$ cat src/rtl/cpu_pkg.sv
// cpu_pkg: shared fetch state encoding and instruction field widths
package cpu_pkg;
  typedef enum logic [1:0] {IDLE, REQ, HOLD, ERR} fetch_state_t;
  localparam logic [31:0] PC_INC = 32'd4;
  localparam int ADDR_W = 26;
  localparam int IMM_W = 16;
endpackage

$ cat src/rtl/next_pc_calc.sv
// next_pc_calc: sequential / branch / jump target mux, branch-taken wins over jump
module next_pc_calc
  import cpu_pkg::*;
(
  input  logic [31:0]       pc,
  input  logic              Branch,
  input  logic              Zero,
  input  logic              Jump,
  input  logic [IMM_W-1:0]  imm,
  input  logic [ADDR_W-1:0] address,
  output logic [31:0]       next_pc
);
  logic [31:0] pc4, br_tgt, j_tgt;
  always_comb begin
    pc4 = pc + PC_INC;
    br_tgt = pc4 + {{(32-IMM_W-2){imm[IMM_W-1]}}, imm, 2'b00};
    j_tgt = {pc4[31:28], address, 2'b00};
    next_pc = (Branch && Zero) ? br_tgt : Jump ? j_tgt : pc4;
  end
endmodule

$ cat src/rtl/fetch_sequencer.sv
// fetch_sequencer: PC owner issuing variable-latency fetches, holding instr for decode, with timeout
module fetch_sequencer
  import cpu_pkg::*;
#(
  parameter logic [31:0] RESET_VECTOR = 32'h0000_0000,
  parameter int          TIMEOUT      = 255,
  parameter int          CNT_W        = 8
) (
  input  logic              clk,
  input  logic              reset,
  output logic              imem_req,
  output logic [31:0]       imem_addr,
  input  logic              imem_ack,
  input  logic [31:0]       imem_rdata,
  output logic [31:0]       instr,
  output logic              instr_valid,
  input  logic              instr_ready,
  input  logic              Branch,
  input  logic              Zero,
  input  logic              Jump,
  input  logic [IMM_W-1:0]  const_imm,
  input  logic [ADDR_W-1:0] address,
  output logic [31:0]       pc,
  output logic [31:0]       retire_count,
  output logic              fetch_err
);
  fetch_state_t state, state_nx;
  logic [CNT_W-1:0] cnt;
  logic [31:0] next_pc;
  logic timed_out;
  next_pc_calc u_next_pc (
    .pc      (pc),
    .Branch  (Branch),
    .Zero    (Zero),
    .Jump    (Jump),
    .imm     (const_imm),
    .address (address),
    .next_pc (next_pc)
  );
  assign imem_req = state == REQ;
  assign imem_addr = pc;
  assign instr_valid = state == HOLD;
  always_comb begin
    timed_out = (TIMEOUT != 0) && (cnt == CNT_W'(TIMEOUT - 1));
    state_nx = state;
    unique case (state)
      IDLE: state_nx = REQ;
      REQ: state_nx = imem_ack ? HOLD : timed_out ? ERR : REQ;
      HOLD: state_nx = instr_ready ? REQ : HOLD;
      default: state_nx = ERR;
    endcase
  end
  always_ff @(posedge clk or negedge reset) begin
    if (!reset) begin
      state <= IDLE;
      pc <= RESET_VECTOR;
      instr <= '0;
      cnt <= '0;
      retire_count <= '0;
      fetch_err <= 1'b0;
    end else begin
      state <= state_nx;
      if (state == REQ) begin
        if (imem_ack) begin
          instr <= imem_rdata;
          cnt <= '0;
        end else begin
          cnt <= cnt + 1'b1;
          if (timed_out) fetch_err <= 1'b1;
        end
      end
      if (state == HOLD && instr_ready) begin
        pc <= next_pc;
        retire_count <= retire_count + 32'd1;
      end
    end
  end
endmodule

$ cat config.mk
export PLATFORM = sky130hd
export DESIGN_NAME = fetch_sequencer
export DESIGN_NICKNAME = d
export VERILOG_FILES = /design/src/rtl/cpu_pkg.sv /design/src/rtl/next_pc_calc.sv /design/src/rtl/fetch_sequencer.sv
export SDC_FILE = /design/constraint.sdc
export NUM_CORES = 1
export LEC_CHECK = 0
export CORE_UTILIZATION = 30
export DETAILED_ROUTE_END_ITERATION = 8
export PLACE_DENSITY = 0.61
export SLEW_MARGIN = 20
export SYNTH_ARGS = -nofsm -noshare
export SYNTH_HDL_FRONTEND = slang
export SYNTH_SLANG_ARGS = --single-unit
$ cat constraint.sdc
create_clock -name clk -period 6.23 [get_ports clk]
set_clock_uncertainty 0.1 [all_clocks]
set_input_delay 1.246 -clock clk [delete_from_list [all_inputs] [get_ports clk]]
set_output_delay 1.246 -clock clk [all_outputs]
set_load 0.1 [all_outputs]
# Word-level counts from Yosys, hierarchy flattened
# Cells that the tools add are included.
[classes]
n_eq_ne = 3
mux = 7
addsub = 4
reduce_logical = 5
bitwise_logic = 1
[ops]
columns = ["op", "n"]
rows = [
  ["$add A32 B1 Y32 const B", 1],
  ["$add A32 B3 Y32 const B", 1],
  ["$add A32 B32 Y32", 1],
  ["$mux W32", 1],
  ["$mux W28", 1],
  ["$add A8 B1 Y8 const B", 1],
  ["$eq A8 B8 Y1 const B", 1],
  ["$mux W8", 1],
  ["$mux W2", 3],
  ["$pmux W2 S3", 1],
  ["$reduce_and A3 Y1", 1],
  ["$eq A2 B1 Y1 const B", 1],
  ["$eq A2 B2 Y1 const B", 1],
  ["$logic_and A1 B1 Y1", 2],
  ["$logic_not A2 Y1", 1],
  ["$reduce_and A2 Y1", 1],
  ["$not A1 Y1", 1],
]
[word_totals]
output_inout_bits = 131
regBits = 107

# Logic depth before layout (Yosys ltp)
# Gate-level depths: netlist of run 1.
[depth]
ltp_word = 4
depth_mapped = 17
mapped_depth_nobuf = 16

# Hierarchy
# A second synthesis of run 1 with hierarchy kept.
[unflattened]
hier_cells = 827
area_unflattened_um2 = 7452.1
[by_module_without_submodules]
columns = ["module", "cells_each", "area_each_um2", "n_inst"]
rows = [
  ["fetch_sequencer", 426, 4712.0, 1],
  ["next_pc_calc", 401, 2740.1, 1],
]

# Worst setup path after synthesis of run 1
# Ideal clock, no wire load.
[synth_timing]
path_type = "reg-to-reg"
start = "register pc[8], in the netlist imem_addr[8]"
end = "register pc[31], in the netlist imem_addr[31]"
required_time_ns = 5.995
stages_incl_launch_ff = 16
t_arrival_ns = 4.203
setup_slack_ns = 1.791
path_buffers = 1
synth_period_minus_slack_ns = 4.439
path_cell_list = "dfrtp_1 -> and4_4 -> nand4_4 -> or3_1 -> buf_2 -> nor2_1 -> nand2_1 -> xnor2_1 -> ha_1 -> and4_1 -> a211oi_1 -> a21oi_1 -> o21ai_0 -> a221oi_1 -> nor4_1 -> nand3_1"
[synth_between]
elab_chain_len = 3
[synth_rtl]
columns = ["element", "line_no", "text"]
rows = [
  ["from (decl)", "fetch_sequencer.sv:23", "output logic [31:0] pc,"],
  ["from (signal assigned)", "fetch_sequencer.sv:73", "pc <= next_pc;"],
  ["$add A32 B3 Y32 *", "next_pc_calc.sv:15", "pc4 = pc + PC_INC;"],
  ["$add A32 B32 Y32", "next_pc_calc.sv:16", "br_tgt = pc4 + {{(32-IMM_W-2){imm[IMM_W-1]}}, imm, 2'b00};"],
  ["$mux W32 *", "next_pc_calc.sv:18", "next_pc = (Branch && Zero) ? br_tgt : Jump ? j_tgt : pc4;"],
]
# Every way passes the cells marked *; elsewhere a longest branch is shown, timed or not.
# A chain may end at the register's enable or synchronous reset.

# Worst setup path after layout of run 1
[layout_timing]
start = "register pc[4], in the netlist imem_addr[4]"
end = "register pc[31], in the netlist imem_addr[31]"
# Same word-level chain as after synthesis.

==> flow_summary.toml, run 1 <==
[outcome]
status = "finished clean"

[finish]
finalNetCount = 1090
final_core_utilization_pct = 41.2
n_fill_cell = 2336
layout-drive-gt1-share_pct = 6.79
flow.area_growth_from_synthesis_pct = 34.3
post_layout_instance_area_um2 = 9660
antennaDiodeCount = 0

[global_route]
gr-usage-all-layers_pct = 17.9
grt_max_degree = 56
gr-total-overflow = 0
antenna_found_initial = 0
global_route_wire_length_before_repair_um = 33800
grt_pass1_vias = 6320

[synth]
synthDominantAreaCellType = "dfrtp_1"
synthDominantCellAreaShare_pct = 36.5
synth_top_cells_by_area = "dfrtp_1 (37%), ha_1 (7.0%), xnor2_1 (5.8%), mux2_2 (5.3%), nand2_1 (5.0%)"
cell_types_with_the_highest_counts_after_synthesis = "dfrtp_1 (105), nand2_1 (96), o21ai_0 (62)"
synthesis.area_per_instance_um2 = 8.99
seq_area_frac_synth_pct = 36.5
netlist-cell-type-count = 54
synthMostInstantiatedCell = "dfrtp_1"
primary_flip_flop_cell_chosen_by_synthesis_mapping = "dfrtp_1"
post_synth_design_cell_area_um2 = 7190
ys.warnings.count = 0
ys_seq_elements = 105
synth_async_sr_flop_share_pct = 100
syn-instance-count = 800
number_of_enable_type_register_cells_in_the_synthesized_netlist = 0

[flow_run]
maxCapViolations = 0

[timing]
timing.max_slew.rel_slack_pct = 31.2
max_freq_ghz = 0.233
worstMarginPinSlew_ns = 1.03
maxSlewViolCount = 0
fin_ws_ns = 1.94
fin_hold_ws_ns = 0.366
period_share_pct = 68.9
fin_crit_ns = 4.29
totalNegativeSetupSlack_ns = 0
finalHoldViolCount = 0
finish_stage_setup_viols = 0
unrepaired_setup_endpoints_after_global_routing = "no"

[setup_path]
cp-endpoint = "imem_addr[31]"
timing.reg2reg.setup_slack_ns = 1.94
r2r_end = "imem_addr[31]"
cp-end-kind = "register"
critical_path.max_fanout = 9
worst_r2r_startpoint = "imem_addr[4]"
criticalPathCategory = "reg2reg"
setup.worst_path.start = "imem_addr[4]"
r2r.worst_path.cells = 12
critical_path_required_time_ns = 6.36
setup.worst_path.start_class = "register"
worstPathArrival_ns = 4.43

[floorplanning]
floorplan.initialDensity_pct = 30.6
fp.dieArea_um2 = 24600
die_height_um = 157
core-area_um2 = 23500
die_w_um = 157
floorplan.io_pins = 212
placement_rows = 56

[power]
ir_drop_uv = 380
power_per_unit_of_standard_cell_area_nw_per_um2 = 508
power.static_leakage_nw = 4.12

[clocking]
clock_buffers_created_by_tritoncts = 9
clkTransAtPathRegs_ns = 0.08
clockBufferDepth = 2
cts_tree = "yes"
worst_skew_pair.late_latency_ns = 0.36
postCtsHoldBufs = 0
cts-resized-gates = 0
clk_tree_root_cell = "clkbuf_16"
cts_setup_buffers = 0
cts.sink_count = 105
htree_levels = 3

[routing]
drc_errors = 0
drt-vias-per-instance = 5.06
detailedRoute.firstIterationViolations = 433
via_count = 6538
route.detailed.wl_per_inst_um = 17.0
routed_wirelength_um = 21900
ant_nets = 0
drtPass1Iterations = 5

[place]
postPlaceCellArea_um2 = 9380
io_buf_count = 207
hpwl_um = 16700
place.gp.congestion = 0.931
dpl_worst_slack_ns = 1.74

[worst_hold_path]
hold_class = "reg2reg"
==> critical path, cell delays in order, from the launching register on <==
cell and delay [ns]:
dfrtp_1 0.48, and4_1 0.47, nand2_1 0.21, nor4_1 0.64, xor2_1 0.15, ha_1 0.43, and4_1 0.26, a211oi_1 0.33
a21oi_1 0.14, o21ai_0 0.39, a221oi_1 0.16, nor4_1 0.32, nand3_1 0.10
==> metal layers <==
layer	up-vias	part of all wire, %	track usage [%]
li1	3150	-	-
met1	3102	44	22.1
met2	266	47	31.3
met3	20	7.1	3.49
met4	0	1.7	5.28
met5	-	0	0
==> how the worst min path moves through the flow <==
| stage | to | slack, ns | cells after the start | from |
|---|---|---|---|---|
| floorplan | state[1] | 0.37 | 2 | state[1] |
| global placement | fetch_err | 0.34 | 1 | fetch_err |
| detailed placement | fetch_err | 0.36 | 1 | fetch_err |
| CTS | fetch_err | 0.38 | 1 | fetch_err |
| global route | fetch_err | 0.41 | 1 | fetch_err |
| finish | fetch_err | 0.37 | 1 | fetch_err |
==> where the power goes <==
part / total, mW / internal (mW) / switching, mW / leakage (nW)
sequential: 1.05 / 0.840 / 0.215 / 1.33
clock: 0.555 / 0.276 / 0.279 / 0.128
combinational: 3.30 / 0.886 / 2.41 / 2.66
total: 4.91 / 2.00 / 2.90 / 4.12
==> kinds of logic after synthesis <==
kind of cell | synth area share (%)
xor+xnor | 10.1
mux | 7.83
flops | 36.5
simple gates | 17.2
other cells | 0.0522
buf+inv | 5.86
compound gates | 15.2
fa+ha+maj | 7.24
==> sequential cells by signal, indices dropped and copies added (netlist names) <==
register and cells:
instr 32, imem_addr 30, retire_count 32, fetch_err 1
state 2, cnt 8
==> stage by stage <==
step / power [mW] / std cells
after global routing: 5.15 / 1291
after detailed placement: 4.35 / 1276
after global placement: 4.34 / 1276
after floorplan: 3.65 / 803
final: 4.91 / 1291
after CTS: 4.93 / 1291
==> cell type report <==
cell class,count,area (um2),area share (%)
Tap cell,319,399,4.13
Clock buffer,9,225,2.33
Timing Repair Buffer,216,2140,22.1
Inverter,15,56.3,0.583
Sequential cell,105,2630,27.2
Multi-Input combinational cell,621,4160,43.1
Clock inverter,6,53.8,0.557
==> cell usage in the layout, fill, tap and decap left out, types with 15 or more instances in the layout <==
| cell type | instances |
|---|---|
| a21o_1 | 16 |
| a21oi_1 | 59 |
| clkdlybuf4s50_1 | 206 |
| dfrtp_1 | 105 |
| ha_1 | 40 |
| inv_1 | 15 |
| mux2_2 | 34 |
| mux2i_1 | 18 |
| nand2_1 | 95 |
| nand3_1 | 28 |
| nand4_1 | 22 |
| nor2_1 | 52 |
| o21ai_0 | 62 |
| xnor2_1 | 48 |
| xor2_1 | 35 |
Power figures use the tool's default switching activity.
==> inputs of run 2 (changes only) <==
--- a/config.mk
+++ b/config.mk
@@ -7,7 +7,7 @@
 export LEC_CHECK = 0
 export CORE_UTILIZATION = 30
 export DETAILED_ROUTE_END_ITERATION = 8
-export PLACE_DENSITY = 0.61
+export PLACE_DENSITY = 0.63
 export SLEW_MARGIN = 20
 export SYNTH_ARGS = -nofsm -noshare
 export SYNTH_HDL_FRONTEND = slang
==> constraint.sdc (replaced) <==
create_clock -name clk -period 3.8 [get_ports clk]
set_clock_uncertainty 0.1 [all_clocks]
set_input_delay 0.76 -clock clk [delete_from_list [all_inputs] [get_ports clk]]
set_output_delay 0.76 -clock clk [all_outputs]
set_load 0.1 [all_outputs]
==> run 2 against run 1 <==
  * Via count is 3.0% higher
  * Fmax is 17% higher
  * First-iteration DRC count is 26% lower
  * Sequential power is 67% higher
  * Register-to-register slack worse by 1.8 ns
  * Clock power is 70% higher
  * Cell area is 4.4% higher
  * Worst setup slack worse by 1.8 ns
  * Combinational power is 71% higher
  * Highest routed layer unchanged
==> flow_summary.toml, run 2 (same netlist as run 1, synthesis figures left out) <==
[outcome]
status = "finished clean"

[place]
dpl_worst_slack_ns = -0.0599
postPlaceCellArea_um2 = 9620
dp.cells = 1303
place.gp.congestion = 0.980
hpwl_um = 17300
io_buf_count = 207

[global_route]
gr-usage-all-layers_pct = 17.9
global_route_wire_length_before_repair_um = 33800
grt_max_degree = 55
antenna_found_initial = 0
gr-total-overflow = 0
grt_pass1_vias = 6365

[floorplanning]
die_height_um = 157
core-area_um2 = 23500
fp.dieArea_um2 = 24600
placement_rows = 56
die_w_um = 157
floorplan.io_pins = 212
floorplan.initialDensity_pct = 30.6

[timing]
worstMarginPinSlew_ns = 1.04
period_share_pct = 96.7
unrepaired_setup_endpoints_after_global_routing = "yes"
finalHoldViolCount = 0
max_freq_ghz = 0.272
maxSlewViolCount = 0
fin_crit_ns = 3.68
timing.max_slew.rel_slack_pct = 30.7
fin_hold_ws_ns = 0.348
fin_ws_ns = 0.124
finish_stage_setup_viols = 0

[power]
power_per_unit_of_standard_cell_area_nw_per_um2 = 826
power.static_leakage_nw = 4.34
ir_drop_uv = 699

[clocking]
clock_buffers_created_by_tritoncts = 9
cts_tree = "yes"
clockBufferDepth = 2
htree_levels = 3
postCtsHoldBufs = 0
cts.sink_count = 105
clk_tree_root_cell = "clkbuf_16"
worst_skew_pair.late_latency_ns = 0.36
clkTransAtPathRegs_ns = 0.08

[finish]
mostFrequentLayoutCells = "clkdlybuf4s50_1 (184), nand2_1 (95), dfrtp_1 (87), buf_4 (64), o21ai_0 (58)"
layout-drive-gt1-share_pct = 16.3
n_fill_cell = 2303
layout.cells.most_common = "clkdlybuf4s50_1"
post_layout_instance_area_um2 = 10100
flow.area_growth_from_synthesis_pct = 40.2
antennaDiodeCount = 0
finalNetCount = 1124
stdcell_count = 1326

[setup_path]
cpLargestDelayFamily = "compound AO/OA/AOI/OAI gates"
setup.worst_path.start = "imem_addr[7]"
critical_path.cell_chain = "and4_1 -> buf_4 -> nand2_1 -> nor3_2 -> xor2_1 -> ha_1 -> a21oi_1 -> o21ai_1 -> a211oi_2 -> a21oi_4 -> o21ai_2 -> a221oi_1 -> nor4_2 -> nand3_1"
criticalPathCategory = "reg2reg"
r2r_end = "imem_addr[31]"
r2r.worst_path.cells = 14
critical_path_required_time_ns = 3.93
cp.buffers_inverters = 1
worst_r2r_startpoint = "imem_addr[7]"
crit_path_max_incr_delay_ns = 0.47
cell_at_the_slowest_stage_of_the_critical_path = "dfrtp_4"
setup.worst_path.start_class = "register"
timing.reg2reg.setup_slack_ns = 0.12
worstPathArrival_ns = 3.81
cp-end-kind = "register"
critical_path.max_fanout = 8

[routing]
route.detailed.wl_per_inst_um = 16.8
drt-vias-per-instance = 5.08
routed_wirelength_um = 22300
drc_errors = 0
ant_nets = 0
detailedRoute.firstIterationViolations = 320
drtPass1Iterations = 5
via_count = 6731

[worst_hold_path]
hold_class = "in2async"

[flow_run]
maxCapViolations = 0
[run 2: worst register-to-register path: stages, from the launching register on]
cell	delay (ns)
dfrtp_4	0.47
and4_1	0.24
buf_4	0.19
nand2_1	0.14
nor3_2	0.25
xor2_1	0.26
ha_1	0.33
a21oi_1	0.19
o21ai_1	0.15
a211oi_2	0.38
a21oi_4	0.12
o21ai_2	0.21
a221oi_1	0.14
nor4_2	0.28
nand3_1	0.09
[run 2: how the worst max path moves through the flow]
stage / depth (start not counted) / to / slack [ns]
global route: 14 / imem_addr[31] / -0.04
floorplan: 17 / imem_addr[31] / -0.01
CTS: 15 / imem_addr[25] / 0.02
detailed placement: 15 / imem_addr[25] / -0.06
finish: 14 / imem_addr[31] / 0.12
global placement: 15 / imem_addr[25] / -0.15
[run 2: per-stage QoR]
| step | utilization, % | total power [mW] | TNS (ns) |
|---|---|---|---|
| final | 43.0 | 8.33 | 0 |
| after global routing | 43.0 | 8.72 | -0.0691 |
| after CTS | 42.3 | 8.28 | 0 |
| after floorplan | - | 6.04 | -0.0149 |
| after detailed placement | 41.0 | 7.29 | -0.0873 |
| after global placement | 41.0 | 7.28 | -0.281 |
[run 2: area by class of cell]
class                           count  area (um2)  share of cell area (%)
Timing Repair Buffer              250        2360                    23.4
Tap cell                          319         399                    3.96
Clock inverter                      6        62.6                   0.620
Sequential cell                   105        2680                    26.5
Inverter                           15        56.3                   0.558
Multi-Input combinational cell    621        4300                    42.6
Clock buffer                       10         229                    2.27
[run 2: layer usage]
| layer | vias to the layer above | part of all wire, % | GRT usage, % |
|---|---|---|---|
| met1 | 3164 | 44 | 23.0 |
| li1 | 3226 | - | - |
| met5 | - | 0 | 0 |
| met4 | 0 | 2.8 | 7.10 |
| met2 | 303 | 45 | 29.3 |
| met3 | 38 | 8.1 | 3.74 |
[run 2: repair_timing]
item / 4_1_cts / 5_1_grt
endpoints found under the setup margin: 3 / 11
gates resized for setup: 1 / 26
buffers inserted: 0 / 7
pin swaps: 0 / 8
[run 2: report_power, final]
group          total (mW)  internal, mW  switching [mW]
sequential           1.75          1.41           0.335
combinational        5.64          1.58            4.06
clock               0.943         0.464           0.480
total                8.33          3.45            4.88
==> inputs of run 3 (changes only) <==
--- a/config.mk
+++ b/config.mk
@@ -6,6 +6,7 @@
 export NUM_CORES = 1
 export LEC_CHECK = 0
 export CORE_UTILIZATION = 30
+export CTS_CLUSTER_SIZE = 16
 export DETAILED_ROUTE_END_ITERATION = 8
 export PLACE_DENSITY = 0.63
 export SLEW_MARGIN = 20
==> constraint.sdc (replaced) <==
create_clock -name clk -period 3.8 [get_ports clk]
set_clock_uncertainty 0.1 [all_clocks]
set_input_delay 0.76 -clock clk [delete_from_list [all_inputs] [get_ports clk]]
set_output_delay 0.76 -clock clk [all_outputs]
set_load 0.02 [all_outputs]
==> run 3 against run 2 <==
  * Critical path depth stayed put
  * Critical path type unchanged
  * Register-to-register slack gained 0.03 ns
  * Non-clock buffer count rose by 21
  * Cell count rose by 1.6%
  * Worst setup slack improved by 0.031 ns
  * Largest cell class unchanged
==> flow_summary.toml, run 3 (same netlist as run 1, synthesis figures left out) <==
[worst_hold_path]
hold_class = "in2async"

[global_route]
antenna_found_initial = 0
grt_max_degree = 80
global_route_wire_length_before_repair_um = 35000
grt_pass1_vias = 6621
gr-usage-all-layers_pct = 18.3
gr-total-overflow = 0

[finish]
final_core_utilization_pct = 43.4
flow.area_growth_from_synthesis_pct = 41.8
layout-drive-gt1-share_pct = 13.4
mostFrequentLayoutCells = "clkdlybuf4s50_1 (206), dfrtp_1 (104), nand2_1 (95), buf_4 (63), o21ai_0 (60)"
stdcell_count = 1347
antennaDiodeCount = 0
layout.cells.most_common = "clkdlybuf4s50_1"
finalNetCount = 1145

[power]
ir_drop_uv = 289
portion_of_total_power_attributed_to_combinational_logic_pct = 57.9
p_sw_share_pct = 42.2
pwr-share-seq_pct = 26.3
power.total_mw = 6.15
power_per_unit_of_standard_cell_area_nw_per_um2 = 603
power.share.clock_pct = 15.8
p_int_mw = 3.55
p_sw_mw = 2.60
power.static_leakage_nw = 4.43

[clocking]
worst_skew_pair.late_latency_ns = 0.36
cts_tree = "yes"
clk_tree_root_cell = "clkbuf_16"
clock_buffers_created_by_tritoncts = 9
clkTransAtPathRegs_ns = 0.09
cts.sink_count = 105
clockBufferDepth = 2
htree_levels = 3
postCtsHoldBufs = 0

[routing]
via_count = 6727
detailedRoute.firstIterationViolations = 430
drt-vias-per-instance = 4.99
route.detailed.wl_per_inst_um = 16.7
drtPass1Iterations = 5
drc_errors = 0
routed_wirelength_um = 22500
ant_nets = 0

[timing]
finalHoldViolCount = 0
finish_stage_setup_viols = 0
period_share_pct = 95.9
maxSlewViolCount = 0
fin_crit_ns = 3.65
max_freq_ghz = 0.274
totalNegativeSetupSlack_ns = 0
timing.max_slew.rel_slack_pct = 38.3
fin_hold_ws_ns = 0.338
worstMarginPinSlew_ns = 0.925

[flow_run]
maxCapViolations = 0

[setup_path]
r2r.worst_path.cells = 14
setup.worst_path.start_class = "register"
critical_path.max_fanout = 7
cell_at_the_slowest_stage_of_the_critical_path = "a2111oi_1"
critical_path.cell_chain = "and4_2 -> nor2b_2 -> buf_4 -> nand2_1 -> xnor2_1 -> ha_1 -> a2111oi_1 -> o21a_1 -> o31ai_1 -> o31ai_2 -> buf_4 -> o21ai_0 -> xnor2_1 -> a31oi_1"
cp-end-kind = "register"
crit_path_max_incr_delay_ns = 0.47
worstPathArrival_ns = 3.78
critical_path_required_time_ns = 3.94
criticalPathCategory = "reg2reg"

[floorplanning]
floorplan.initialDensity_pct = 30.6
die_w_um = 157
fp.dieArea_um2 = 24600
floorplan.io_pins = 212
die_height_um = 157
core-area_um2 = 23500
placement_rows = 56

[place]
io_buf_count = 207
dp.cells = 1328
place.gp.congestion = 0.893
hpwl_um = 17300

[outcome]
status = "finished clean"
[run 3: power by group through the flow]
stage,Sequential [mW],Clock [mW],Combinational (mW)
after floorplan,1.96,0,1.76
after global placement,1.63,0,3.47
after detailed placement,1.64,0,3.48
after CTS,1.62,1.00,3.50
after global routing,1.66,1.05,3.86
final,1.62,0.973,3.56
[run 3: metrics by stage]
step | cell area (um2) | worst slack [ns]
final | 10200 | 0.155
after global routing | 10200 | -0.00849
after CTS | 10100 | 0.0220
after detailed placement | 9780 | -0.0818
after global placement | 9780 | -0.0252
after floorplan | 7200 | 0.00707
[run 3: what timing repair did]
| action | CTS | global route |
|---|---|---|
| pin swaps | 0 | 3 |
| buffers inserted | 0 | 3 |
| setup endpoints to repair | 1 | 9 |
| gates resized for setup | 1 | 20 |
[run 3: layout make-up]
cell class              instances  area, um2
multi-input cells             621       4240
inverters                      15       56.3
clock buffers                   9        225
well taps                     319        399
fillers                      2304      13300
repair buffers                271       2570
flip-flops and latches        105       2630
clock inverters                 7       80.1
[run 3: metal layers]
layer  global-route usage, %  part of all wire [%]  vias to the layer above
met5                       0                     0                        -
met2                    31.6                    47                      251
met3                    4.07                   7.5                       22
met4                    5.23                   1.7                        0
met1                    22.8                    44                     3185
li1                        -                     -                     3269
[run 3: final timing paths]
kind / from / slack, ns / end
hold / removal: reset / 0.34 / retire_count[31]
setup / recovery: imem_addr[5] / 0.15 / imem_addr[24]
min in group clk: fetch_err / 0.37 / fetch_err
hold reg to reg: fetch_err / 0.37 / fetch_err
max in group asynchronous: reset / 2.55 / instr[21]
setup reg to reg: imem_addr[5] / 0.15 / imem_addr[24]
[run 3: worst max-delay path: cells and delay by family, from the launching register on]
kind	cells	cell delay [ns]
buffers and inverters	2	0.36
adders and majority gates	1	0.33
and+or+nand+nor	3	0.60
DFF	1	0.35
xor gates and xnor gates	2	0.40
AOI/OAI and AO/OA	6	1.38
